--- config.mk ---
export PLATFORM = sky130hd
export DESIGN_NAME = pipeline_ctrl
export DESIGN_NICKNAME = d
export VERILOG_FILES = /design/src/rtl/pipeline_ctrl.sv
export SDC_FILE = /design/constraint.sdc
export NUM_CORES = 1
export LEC_CHECK = 0
export BUFFER_PORTS_ARGS = -buffer_cell sky130_fd_sc_hd__buf_2
export CAP_MARGIN = 10
export CORE_MARGIN = 8
export CORE_UTILIZATION = 50
export CTS_BUF_LIST = sky130_fd_sc_hd__clkbuf_4 sky130_fd_sc_hd__clkbuf_8
export DETAILED_ROUTE_END_ITERATION = 8
export PLACE_DENSITY = 0.84
export SYNTH_ARGS = -nofsm -noshare
export SYNTH_HDL_FRONTEND = slang
export SYNTH_SLANG_ARGS = --single-unit
--- constraint.sdc ---
create_clock -name clk -period 4.7 [get_ports clk]
set_clock_uncertainty 0.1 [all_clocks]
set_input_delay 0.47 -clock clk [delete_from_list [all_inputs] [get_ports clk]]
set_output_delay 0.47 -clock clk [all_outputs]
set_load 0.1 [all_outputs]
--- src/rtl/pipeline_ctrl.sv ---
// Pipeline hazard controller: stall/flush steering for DCache misses, branch
// mispredicts, multi-cycle divides and load-use hazards.
module pipeline_ctrl #(
    parameter int unsigned DIV_LATENCY = 16
) (
    input  logic       clk,
    input  logic       rst,
    input  logic       ID_EX0_stall_from_DCache,
    input  logic       ID_EX0_flush_from_EX_Branch,
    input  logic       div_issue,
    input  logic       ex0_is_load,
    input  logic [4:0] ex0_rd,
    input  logic [4:0] id_rj,
    input  logic [4:0] id_rk,
    input  logic       id_rj_valid,
    input  logic       id_rk_valid,
    output logic       pc_stall,
    output logic       IF_ID_stall,
    output logic       ID_EX0_stall,
    output logic       EX0_EX1_stall,
    output logic       EX1_WB_stall,
    output logic       IF_ID_flush,
    output logic       ID_EX0_flush,
    output logic       EX0_EX1_flush,
    output logic       div_busy
);

    localparam int unsigned CNT_W = 6;

    typedef enum logic {RUN, DIV_WAIT} state_t;

    state_t             state_q;
    logic [CNT_W-1:0]   cnt_q;
    logic               flush_pend_q;

    logic               dstall;
    logic               flush_any;
    logic               load_use;

    assign dstall    = ID_EX0_stall_from_DCache;
    assign flush_any = ID_EX0_flush_from_EX_Branch | flush_pend_q;
    assign load_use  = ex0_is_load && (ex0_rd != 5'd0) &&
                       ((id_rj_valid && (id_rj == ex0_rd)) ||
                        (id_rk_valid && (id_rk == ex0_rd)));

    // A branch seen under a DCache freeze is remembered and applied once the freeze lifts.
    always_ff @(posedge clk) begin
        if (rst) begin
            state_q      <= RUN;
            cnt_q        <= '0;
            flush_pend_q <= 1'b0;
        end else if (dstall) begin
            if (ID_EX0_flush_from_EX_Branch)
                flush_pend_q <= 1'b1;
        end else if (flush_any) begin
            flush_pend_q <= 1'b0;
            state_q      <= RUN;
            cnt_q        <= '0;
        end else if (state_q == DIV_WAIT) begin
            if (cnt_q == '0)
                state_q <= RUN;
            else
                cnt_q <= cnt_q - CNT_W'(1);
        end else if (div_issue) begin
            state_q <= DIV_WAIT;
            cnt_q   <= CNT_W'(DIV_LATENCY - 1);
        end
    end

    always_comb begin
        pc_stall      = 1'b0;
        IF_ID_stall   = 1'b0;
        ID_EX0_stall  = 1'b0;
        EX0_EX1_stall = 1'b0;
        EX1_WB_stall  = 1'b0;
        IF_ID_flush   = 1'b0;
        ID_EX0_flush  = 1'b0;
        EX0_EX1_flush = 1'b0;
        div_busy      = 1'b0;
        if (rst) begin
            IF_ID_flush   = 1'b1;
            ID_EX0_flush  = 1'b1;
            EX0_EX1_flush = 1'b1;
        end else begin
            div_busy = (state_q == DIV_WAIT);
            if (dstall) begin
                pc_stall      = 1'b1;
                IF_ID_stall   = 1'b1;
                ID_EX0_stall  = 1'b1;
                EX0_EX1_stall = 1'b1;
                EX1_WB_stall  = 1'b1;
            end else if (flush_any) begin
                IF_ID_flush  = 1'b1;
                ID_EX0_flush = 1'b1;
            end else if (state_q == DIV_WAIT) begin
                pc_stall      = 1'b1;
                IF_ID_stall   = 1'b1;
                ID_EX0_stall  = 1'b1;
                EX0_EX1_flush = 1'b1;
            end else if (load_use) begin
                pc_stall     = 1'b1;
                IF_ID_stall  = 1'b1;
                ID_EX0_flush = 1'b1;
            end
        end
    end

endmodule

==> results_dict.tcl <==
set metrics [dict create \
    synth_nets 107 \
    num_antenna_cells 0 \
    p_comb_share_pct 40.4 \
    clock_latency_ns 0.25 \
    first_pass_iters 4 \
    worstHoldPathCells 2 \
    cts_buffer_depth 2 \
    cp_data_required_time_ns 4.13 \
    cts_sinks 8 \
    die_area_um2 2770 \
    seqPwrFrac_pct 35.4 \
    p_leak_nw 0.402 \
    clkTransAtPathRegs_ns 0.05 \
    hold_end "cnt_q[5]" \
    instances_no_fill 127 \
    crit_type "flip-flop to output port" \
    slew_viol_final 0 \
    cts_setup_buffers 0 \
    drtIter0Drc 20 \
    worstPathArrival_ns 1.91 \
    cap_violations 0 \
    ios 32 \
    r2r_start "state_q" \
    ant_nets 0 \
    synth_area_leaders "dfxtp_1 (24%), xor2_1 (10%), or4_1 (5.6%)" \
    synth-seq-cells 8 \
    routedWlPerCell_um 14.2 \
    grt_pass1_wl_um 2930 \
    hold_buffers 0 \
    p_sw_mw 0.0891 \
    seq_area_frac_synth_pct 23.9 \
    syn_inst 82 \
    fmax_mhz 403 \
    first_global_vias 738 \
    die_x_um 52.6 \
    vdd_ir_drop_max_mv 0.148 \
    setup_tns_ns 0 \
    hold_class "flip-flop to flip-flop" \
    switching_share_pct 41.2 \
    worstRegToRegCells 4 \
    cts_max_level 1 \
    numPlacedInstances 124 \
    yosysWarnings 0 \
    rows 13 \
    path_max_fanout 4 \
    period_minus_slack_ns 2.48 \
    drc 0 \
    final_nets 139 \
    synth.top_cells.by_count "dfxtp_1 (8), xor2_1 (8), a21oi_1 (7)" \
    period_share_pct 52.8 \
    cts_root_buf "clkbuf_4" \
    synth_top_cell_area_share_pct 23.9 \
    rr_endpoint "cnt_q[3]" \
    synth.cell_area_um2 669 \
    fp.dieH_um 52.6 \
    io_buffers 31 \
    cts_buffers 3 \
    r2r_setup_slack_ns 2.79 \
    overflow 0 \
    p_per_area_nw_per_um2 256 \
    clkPwrFrac_pct 24.2 \
    dp_hpwl_um 1520 \
    synthArstFlopShare_pct 0 \
    status "finished clean" \
    hp-start "cnt_q[5]" \
    syn_avg_cell_area_um2 8.16 \
    cts_tree "built" \
    grtUsageTotal_pct 13.6 \
    tightestPinTransition_ns 0.494 \
    grt_start_max_net_pins 14 \
    ys_types 30 \
    wl_um 1800 \
    dr_total_vias 731 \
    antenna_found_initial 0 \
    synth-edff-count 0 \
    startpoint_type "flip-flop" \
    finalPower_mw 0.216 \
    start_util_pct 52.8 \
    final_layout_size_suffix_gt1_share_pct 33.9 \
    vias_per_cell 5.76 \
    place.gp.congestion 0.726 \
    postSynth.topFlopCell "dfxtp_1" \
    hold_violations 0 \
    setup_violations 0 \
    endpoint_kind "output port" \
    slew_headroom_pct 67.3 \
    intPower_mw 0.127 \
    synth_top_area_cell "dfxtp_1" \
    core_um2 1270 \
    rsz0062_at_grt "no" \
    ctsResizeCount 0 \
    area_delta_synth_final_pct 26.0 \
]
## sequential cells by signal, indices dropped and copies added, names as in the netlist
register      flops
state_q           1
cnt_q             6
flush_pend_q      1
## cells in the final DEF (no fill, tap or decap), drive strengths merged
cell    count
dfxtp       8
o22ai       1
nor2        5
nand2b      3
a32oi       1
buf        31
and2b       1
o221ai      2
o31ai       4
or3         1
or2         2
a21oi       7
a31oi       2
or4b        1
o21ai       2
or4         5
a21o        3
xor2        8
xnor2       2
clkbuf      3
or2b        1
nand2       3
o311ai      1
o211ai      2
inv         5
nor3        1
ha          2
a211oi      1
nor4        3
and2        1
## power groups by stage
stage | clock network [mW] | logic, mW | registers [mW]
floorplan | 0 | 0.0672 | 0.0758
finish | 0.0523 | 0.0873 | 0.0766
global placement | 0 | 0.0854 | 0.0775
global route | 0.0570 | 0.0937 | 0.0770
CTS | 0.0545 | 0.0876 | 0.0764
detailed placement | 0 | 0.0874 | 0.0779
## layout make-up
class                      count  area (µm²)
tap                           15        18.8
clock buffer                   3        22.5
fill                         110         425
timing repair buffer          31         155
sequential                     8         160
inverter                       5        18.8
multi-input combinational     65         468
## stage by stage
step / util (%) / instance area [µm²] / hold slack [ns] / worst slack (ns)
2_1_floorplan: - / 669 / 0.348 / 0.559
3_3_place_gp: 64.7 / 821 / 0.365 / 2.27
3_5_place_dp: 64.7 / 821 / 0.380 / 2.26
4_1_cts: 66.5 / 843 / 0.387 / 2.22
5_1_grt: 66.5 / 843 / 0.401 / 2.12
6_report: 66.5 / 843 / 0.392 / 2.22
## layer usage
metal / GRT usage (%) / share of wire, % / up-vias
li1: - / - / 369
met1: 12.6 / 38 / 335
met2: 25.7 / 56 / 23
met3: 3.41 / 5.4 / 4
met4: 8.19 / 1.2 / 0
met5: 0 / 0 / -
## logic make-up after synthesis
group                    Yosys count  synth area share (%)
AND/OR/NAND/NOR                   27                  24.5
adder cells (fa/ha/maj)            2                  3.74
XOR/XNOR                          10                  13.1
flip-flops                         8                  23.9
buffers and inverters              9                  6.17
AO/OA/AOI/OAI                     26                  28.6
## how the worst max path moves through the flow
stage                                     start            to  slack [ns]  cells past startpoint
floorplan                                   rst  ID_EX0_flush        0.56                      3
CTS                                flush_pend_q   IF_ID_stall        2.22                      4
global route                       flush_pend_q   IF_ID_stall        2.12                      4
global placement                      ex0_rd[3]  ID_EX0_flush        2.27                      6
detailed placement  ID_EX0_flush_from_EX_Branch   IF_ID_stall        2.26                      5
finish                             flush_pend_q   IF_ID_stall        2.22                      4
## critical path: stages, from the launching register on
cell	delay, ns
dfxtp_1	0.33
or2_2	0.35
or3_1	0.36
o22ai_1	0.15
buf_2	0.46
No activity file was read; power rests on OpenSTA's default activity.
